**config.mk**
```make
export PLATFORM = sky130hd
export DESIGN_NAME = instr_fetch_unit
export DESIGN_NICKNAME = d
export VERILOG_FILES = /design/src/rtl/cpu_pkg.sv /design/src/rtl/pc_reg.sv /design/src/rtl/instr_fetch_unit.sv
export SDC_FILE = /design/constraint.sdc
export NUM_CORES = 1
export LEC_CHECK = 0
export CAP_MARGIN = 5
export CORE_MARGIN = 4
export CORE_UTILIZATION = 44
export DETAILED_ROUTE_END_ITERATION = 10
export PLACE_DENSITY = 0.91
export SETUP_SLACK_MARGIN = 0.4
export SLEW_MARGIN = 20
export SYNTH_ARGS = -nofsm -noshare
export SYNTH_HDL_FRONTEND = slang
export SYNTH_SLANG_ARGS = --single-unit
export TNS_END_PERCENT = 100
```
**constraint.sdc**
```tcl
create_clock -name Clk -period 4.3 [get_ports Clk]
set_input_delay 1.29 -clock Clk [delete_from_list [all_inputs] [get_ports Clk]]
set_output_delay 1.29 -clock Clk [all_outputs]
set_load 0.05 [all_outputs]
```
**src/rtl/cpu_pkg.sv**
```systemverilog
// Shared CPU definitions: instruction field positions, halt word default and fetch FSM states.
package cpu_pkg;

  localparam int unsigned COND_MSB   = 31;
  localparam int unsigned COND_LSB   = 28;
  localparam int unsigned OPCODE_MSB = 27;
  localparam int unsigned OPCODE_LSB = 24;
  localparam int unsigned S_BIT      = 23;
  localparam int unsigned DEST_MSB   = 22;
  localparam int unsigned DEST_LSB   = 19;
  localparam int unsigned SRC2_MSB   = 18;
  localparam int unsigned SRC2_LSB   = 15;
  localparam int unsigned SRC1_MSB   = 14;
  localparam int unsigned SRC1_LSB   = 11;
  localparam int unsigned SHIFT_MSB  = 10;
  localparam int unsigned SHIFT_LSB  = 6;
  localparam int unsigned IVMOV_MSB  = 18;
  localparam int unsigned IVMOV_LSB  = 3;

  localparam logic [31:0] HALT_WORD_DEFAULT = 32'hFFFF_FFFF;

  typedef enum logic [1:0] {
    StReq,
    StWait,
    StValid,
    StHalt
  } fetch_state_e;

endpackage

```
**src/rtl/pc_reg.sv**
```systemverilog
// Program counter: reset load, +1 with natural wrap, and a load port that wins over increment.
module pc_reg #(
  parameter int unsigned        AddrW   = 16,
  parameter logic [AddrW-1:0]   ResetPc = '0
) (
  input  logic             clk_i,
  input  logic             rst_i,
  input  logic             inc_i,
  input  logic             load_i,
  input  logic [AddrW-1:0] load_addr_i,
  output logic [AddrW-1:0] pc_o
);

  logic [AddrW-1:0] pc_d, pc_q;

  always_comb begin
    pc_d = pc_q;
    if (load_i) begin
      pc_d = load_addr_i;
    end else if (inc_i) begin
      pc_d = pc_q + AddrW'(1);
    end
  end

  always_ff @(posedge clk_i or posedge rst_i) begin
    if (rst_i) begin
      pc_q <= ResetPc;
    end else begin
      pc_q <= pc_d;
    end
  end

  assign pc_o = pc_q;

endmodule

```
**src/rtl/instr_fetch_unit.sv**
```systemverilog
// Instruction fetch stage: PC, RAM read sequencing, instruction register and valid/ready output.
// Optional FETCH_COUNT_EN adds a saturating Fetch_count of accepted instructions.
module instr_fetch_unit
  import cpu_pkg::*;
#(
  parameter int unsigned         ADDR_W    = 16,
  parameter int unsigned         DATA_W    = 32,
  parameter logic [ADDR_W-1:0]   RESET_PC  = '0,
  parameter int unsigned         RD_LAT    = 1,
  parameter logic [DATA_W-1:0]   HALT_WORD = DATA_W'(HALT_WORD_DEFAULT)
) (
  input  logic              Clk,
  input  logic              Reset,
  output logic              Enable,
  output logic              RW_ram,
  output logic [ADDR_W-1:0] Address_in,
  input  logic [DATA_W-1:0] Out,
  input  logic              Mem_busy,
  input  logic              Redirect_valid,
  input  logic [ADDR_W-1:0] Redirect_addr,
  input  logic              Instr_ready,
  output logic              Instr_valid,
  output logic [DATA_W-1:0] instruction,
  output logic [ADDR_W-1:0] pc,
  output logic [3:0]        Cond,
  output logic [3:0]        OpCode,
  output logic              S,
  output logic [3:0]        destination,
  output logic [3:0]        source_2,
  output logic [3:0]        source_1,
  output logic [4:0]        IV_ShiftRor,
  output logic [15:0]       IV_Mov,
  output logic              Halted
`ifdef FETCH_COUNT_EN
  ,
  output logic [31:0]       Fetch_count
`endif
);

  localparam logic [2:0] LatInit = 3'(RD_LAT - 1);

  fetch_state_e      state_q;
  logic              en_q, valid_q, halted_q;
  logic [ADDR_W-1:0] addr_q, pc_q, pc_cur;
  logic [DATA_W-1:0] instr_q;
  logic [2:0]        cnt_q;
  logic              pc_inc, pc_load;

  // A redirect coinciding with acceptance overrides the increment inside pc_reg.
  assign pc_load = Redirect_valid;
  assign pc_inc  = (state_q == StValid) && Instr_ready;

  pc_reg #(
    .AddrW   (ADDR_W),
    .ResetPc (RESET_PC)
  ) u_pc_reg (
    .clk_i       (Clk),
    .rst_i       (Reset),
    .inc_i       (pc_inc),
    .load_i      (pc_load),
    .load_addr_i (Redirect_addr),
    .pc_o        (pc_cur)
  );

  always_ff @(posedge Clk or posedge Reset) begin
    if (Reset) begin
      state_q  <= StReq;
      en_q     <= 1'b0;
      addr_q   <= RESET_PC;
      instr_q  <= '0;
      pc_q     <= '0;
      valid_q  <= 1'b0;
      halted_q <= 1'b0;
      cnt_q    <= '0;
    end else if (Redirect_valid) begin
      state_q  <= StReq;
      en_q     <= 1'b0;
      valid_q  <= 1'b0;
      halted_q <= 1'b0;
    end else begin
      unique case (state_q)
        StReq: begin
          if (Mem_busy) begin
            en_q <= 1'b0;
          end else begin
            en_q    <= 1'b1;
            addr_q  <= pc_cur;
            cnt_q   <= LatInit;
            state_q <= StWait;
          end
        end
        StWait: begin
          if (Mem_busy) begin
            // Data-memory traffic steals the RAM; retry the same PC later.
            en_q    <= 1'b0;
            state_q <= StReq;
          end else if (cnt_q != '0) begin
            cnt_q <= cnt_q - 3'd1;
          end else if (Out == HALT_WORD) begin
            en_q     <= 1'b0;
            halted_q <= 1'b1;
            state_q  <= StHalt;
          end else begin
            en_q    <= 1'b0;
            instr_q <= Out;
            pc_q    <= pc_cur;
            valid_q <= 1'b1;
            state_q <= StValid;
          end
        end
        StValid: begin
          if (Instr_ready) begin
            valid_q <= 1'b0;
            state_q <= StReq;
          end
        end
        StHalt: begin
          en_q <= 1'b0;
        end
        default: state_q <= StReq;
      endcase
    end
  end

`ifdef FETCH_COUNT_EN
  logic [31:0] fcnt_q;

  always_ff @(posedge Clk or posedge Reset) begin
    if (Reset) begin
      fcnt_q <= '0;
    end else if (valid_q && Instr_ready && (fcnt_q != 32'hFFFF_FFFF)) begin
      fcnt_q <= fcnt_q + 32'd1;
    end
  end

  assign Fetch_count = fcnt_q;
`endif

  assign Enable      = en_q;
  assign RW_ram      = 1'b1;
  assign Address_in  = addr_q;
  assign Instr_valid = valid_q;
  assign instruction = instr_q;
  assign pc          = pc_q;
  assign Halted      = halted_q;

  assign Cond        = instr_q[COND_MSB:COND_LSB];
  assign OpCode      = instr_q[OPCODE_MSB:OPCODE_LSB];
  assign S           = instr_q[S_BIT];
  assign destination = instr_q[DEST_MSB:DEST_LSB];
  assign source_2    = instr_q[SRC2_MSB:SRC2_LSB];
  assign source_1    = instr_q[SRC1_MSB:SRC1_LSB];
  assign IV_ShiftRor = instr_q[SHIFT_MSB:SHIFT_LSB];
  assign IV_Mov      = instr_q[IVMOV_MSB:IVMOV_LSB];

endmodule

```
[Yosys cells after proc, flatten, opt, wreduce, memory -nomap -nowiden]
Index checks and enable logic that the tools add are counted.
Word-level totals
  register bits after elaboration: 88
  bits of input ports: 53
  output and inout port bits: 110
  word-level logic and storage cells: 76
Cells by class
  add/sub/neg operators: 2
  equality and inequality tests: 15
  multiplexer cells: 29
  bitwise logic cells: 4
  reduce and logical (&&, ||, !) cells: 17
Operator list (number)
  $eq 32x32->1 const B: 1
  $mux 16: 2
  $add 16x1->16 const B: 1
  $mux 1: 15
  $ne 3x3->1 const B: 5
  $reduce_and 5->1: 3
  $mux 2: 5
  $mux 3: 3
  $ne 2x2->1 const B: 4
  $reduce_and 4->1: 2
  $reduce_bool 2->1: 4
  $reduce_bool 4->1: 2
  $pmux 2 s3: 1
  $pmux 3 s2: 1
  $reduce_bool 3->1: 2
  $eq 2x2->1 const B: 2
  $ne 4x4->1 const B: 1
  $not 1->1: 4
  $pmux 1 s3: 1
  $reduce_and 3->1: 1
  $sub 3x1->3 const B: 1
  $eq 2x1->1 const B: 1
  $logic_not 2->1: 1
  $ne 2x1->1 const B: 1
  other kinds (3): 3

[Depth between registers and ports, before layout]
  word-level depth: 6
  gate-level depth with buffers: 7
  gate-level depth less buffers: 6

[Modules after synthesis]
A second synthesis with hierarchy kept.
Second synthesis, totals
  cells, all modules: 341
  area, all modules: 4141.5 µm²
Modules (own cells, without submodules)
  instr_fetch_unit: times used 1, cells an instance 240, area each 3224.3 µm², seq. area each 1801.7 µm²
  pc_reg: times used 1, cells an instance 101, area each 917.1 µm², seq. area each 400.4 µm²

[Worst setup path before layout]
No wires, ideal clock.
  kind: in2reg
  from: input Redirect_valid
  to: register instr_q[24], in the netlist instruction[24]
  library setup time: 0.125 ns
  arrival time: 2.565 ns
  required time: 4.175 ns
  slack: 1.610 ns
  stages on the path: 5
  buffers on the path: 2
  cell sequence: or3_4 -> a211oi_4 -> buf_6 -> buf_8 -> mux2_4
Between the ends
  word-level cells in the longest chain between the ends: 2
RTL lines
  from (decl): line instr_fetch_unit.sv:19  | input logic Redirect_valid,
  $not 1->1 (no source line)
  $reduce_and 5->1 (no source line)
  to (signal assigned): line instr_fetch_unit.sv:105  | instr_q <= Out;
  to (decl): line instr_fetch_unit.sv:45  | logic [DATA_W-1:0] instr_q;
No other way between the ends.
A chain may end at the register's enable or synchronous reset.

[Worst setup path after layout]
  from: input Mem_busy
  to: register instr_q[31], in the netlist instruction[31]
Between the ends
  word-level cells in the longest chain between the ends: 2
RTL lines
  from (decl): line instr_fetch_unit.sv:18  | input logic Mem_busy,
  $not 1->1 (no source line)
  $reduce_and 5->1 (no source line)
No other way between the ends.

==> key figures <==
Global route
  • Initial antenna violation count: 0
  • First-pass GRT wire length: 16950 microns
  • Total global-route track usage: 0.1879
  • Total grt overflow: 0
  • Largest net degree at the start of global routing: 41
  • Number of global-route vias before repair: 3286

Critical path
  • Crit path max-delay cell type: clkdlybuf4s50_1
  • CP Capture Type: register
  • Crit start category: input port
  • Worst path max stage delay: 490 ps
  • CP Max Fanout: 29
  • Bufs and invs on worst path: 2
  • CP arrival: 3260 ps
  • Type of the worst setup path: input port to register
  • Cells along the critical path: clkdlybuf4s50_1 > or3_4 > a211oi_4 > buf_4 > mux2_2
  • CP required: 4530 ps
  • Top delay family on crit path: buffers and inverters

CTS
  • Post-CTS setup buffers: 0
  • CTS Root Cell: clkbuf_8
  • Total CTS buffers: 9
  • Clock slew at reported path FFs: 90 ps
  • Post-CTS Hold Fix Bufs: 0
  • Clk sinks: 88
  • Worst skew pair latency: 340 ps
  • Max clock buf depth: 2
  • CTS resizes: 0
  • H-tree levels: 3
  • CTS tree: yes

Pwr
  • Combinational share of power: 0.619
  • IR drop worst, VDD: 0.5356 mV
  • Power Total: 0.005087 W
  • Psw: 0.002580 W
  • Power Internal: 0.002507 W
  • Leak: 2.440 nW
  • Clock share of power: 0.114
  • Pwr dens: 867.3 mW/mm^2
  • Sequential share of power: 0.267
  • Sw frac: 0.5072

Final layout
  • Post-Route Utilization: 0.6288
  • ANT cells: 0
  • Nets@finish: 515
  • Commonest non-fill, non-tap cells in the layout: clkdlybuf4s50_1, dfrtp_1, mux2_2
  • Area grow syn2layout: 37.40%
  • Share of post-route cells with drive strength above 1: 0.2026
  • Max FFs per register: 32
  • Commonest non-fill, non-tap cell in the layout: clkdlybuf4s50_1

Synth
  • Synth async-reset ratio: 1.000
  • Syn Area/Cell: 12.59 sq um
  • Seq/Total Area, Yosys: 0.5158
  • Syn. warnings: 0
  • Synth area leaders: dfrtp_1, mux2_2, buf_4
  • Largest family of logic cells by synthesized area: multiplexers
  • Mux share of post-synthesis cell area: 0.1911
  • Synth top area share: 0.5158
  • Synthesized area: 0.004269 sq mm
  • Synth Area in Adders: 0.008792
  • Largest area contributor in the netlist: dfrtp_1
  • Dominant synthesized flop cell: dfrtp_1
  • Compound-Gate Fraction of Synth Area: 0.04689
  • Seq cells post-synth: 88
  • Netlist cell types: 47
  • Post-synth EDFFs: 0
  • Xor/xnor share of the synthesized area: 0.02257
  • Post-synthesis cell count: 339
  • Mapped Nets: 395
  • Post-synthesis simple-gate area fraction: 0.1079

Floorplan
  • Die W: 106.5 microns
  • Initial core utilization: 0.4577
  • Chip height: 106.5 microns
  • Io pins: 163
  • Row cnt: 35
  • Die area: 0.01134 sq mm
  • Core area: 0.009328 sq mm

Timing
  • Slew @ Worst Pin: 634.4 ps
  • Fmax: 0.3293 GHz
  • Slew margin rel.: 0.5766
  • Min Tclk post-route: 3037 ps
  • Hold Vio Cnt, Final: 0
  • Final worst-path cycle share: 0.7062
  • Final Max Slew Viols: 0
  • # setup viols final: 0
  • Clock Skew: 10.32 ps
  • TNS Setup: 0 ps
  • RSZ-0062 raised after global routing: no
  • Worst hold slack: 511.4 ps

Placed design
  • DP Wirelength: 7785 microns
  • PortBufs: 161
  • Routability cong.: 0.7902

Run
  • Max_cap viols: 0

Routing
  • WL/cell: 17.55 microns
  • DR iter-0 viols: 75
  • Drt first pass iters: 4
  • DRC: 0
  • Vias: 2991
  • Vias per cell: 5.044
  • Antenna Nets Post-Route: 0
  • Final WL: 10410 microns

Min path
  • Hold crit path type: register to register

Status
  • Status: finished clean
## cells by family after synthesis
| logic type | after synthesis |
|---|---|
| other | 1 |
| buffers and inverters | 65 |
| DFF | 88 |
| xor gates and xnor gates | 11 |
| adders and majority gates | 3 |
| muxes | 66 |
| AOI/OAI and AO/OA | 30 |
| and+or+nand+nor | 75 |
## worst paths after layout
kind / cells past startpoint / to / startpoint / slack [ps]
min reg2reg: 1 / pc[13] / pc[13] / 510
max: 5 / instruction[31] / Mem_busy / 1260
max reg2reg: 4 / instruction[31] / state_q[1] / 2160
min: 1 / pc[13] / pc[13] / 510
max in group asynchronous: 3 / Address_in[12] / Reset / 2200
min in group asynchronous: 2 / instruction[1] / Reset / 1330
## synthesized netlist by cell type, drive strengths merged (3+ instances only)
| cell | instances |
|---|---|
| buf | 52 |
| nand4 | 13 |
| nand2b | 3 |
| o21ai | 15 |
| mux2 | 64 |
| nor3 | 3 |
| nand3 | 8 |
| clkbuf | 6 |
| ha | 3 |
| a21oi | 3 |
| nor2b | 3 |
| inv | 7 |
| o31a | 4 |
| xnor2 | 5 |
| dfrtp | 88 |
| nor2 | 8 |
| nor4 | 6 |
| xor2 | 6 |
| nand2 | 19 |
## metal layers
layer | share of wire | global-route usage
met5 | 0 | 0
met4 | 0.011 | 0.04292
met3 | 0.049 | 0.04250
met2 | 0.53 | 0.3317
met1 | 0.41 | 0.2351
## cell type report
type	count	area (sq um)
fillers	723	3462
flip-flops and latches	88	2202
repair buffers	167	1657
multi-input cells	186	1614
well taps	129	161.4
clock buffers	10	137.6
clock inverters	6	66.31
inverters	7	27.53
## power by group through the flow
stage | combinational (W) | sequential (W) | clock, W
after floorplan | 0.00141 | 0.00228 | 0
after global placement | 0.00313 | 0.00136 | 0
after detailed placement | 0.00316 | 0.00138 | 0
after CTS | 0.00317 | 0.00137 | 0.000604
after global routing | 0.00324 | 0.00141 | 0.000635
final | 0.00315 | 0.00136 | 0.000580
## metrics by stage
step / instance area (sq um) / setup WS, ps / cells
floorplan: 4269 / 731.4 / 339
CTS: 5866 / 1271 / 593
detailed placement: 5662 / 905.9 / 577
global placement: 5662 / 952.3 / 577
global route: 5866 / 1193 / 593
finish: 5866 / 1263 / 593
Power figures use the tool's default switching activity.
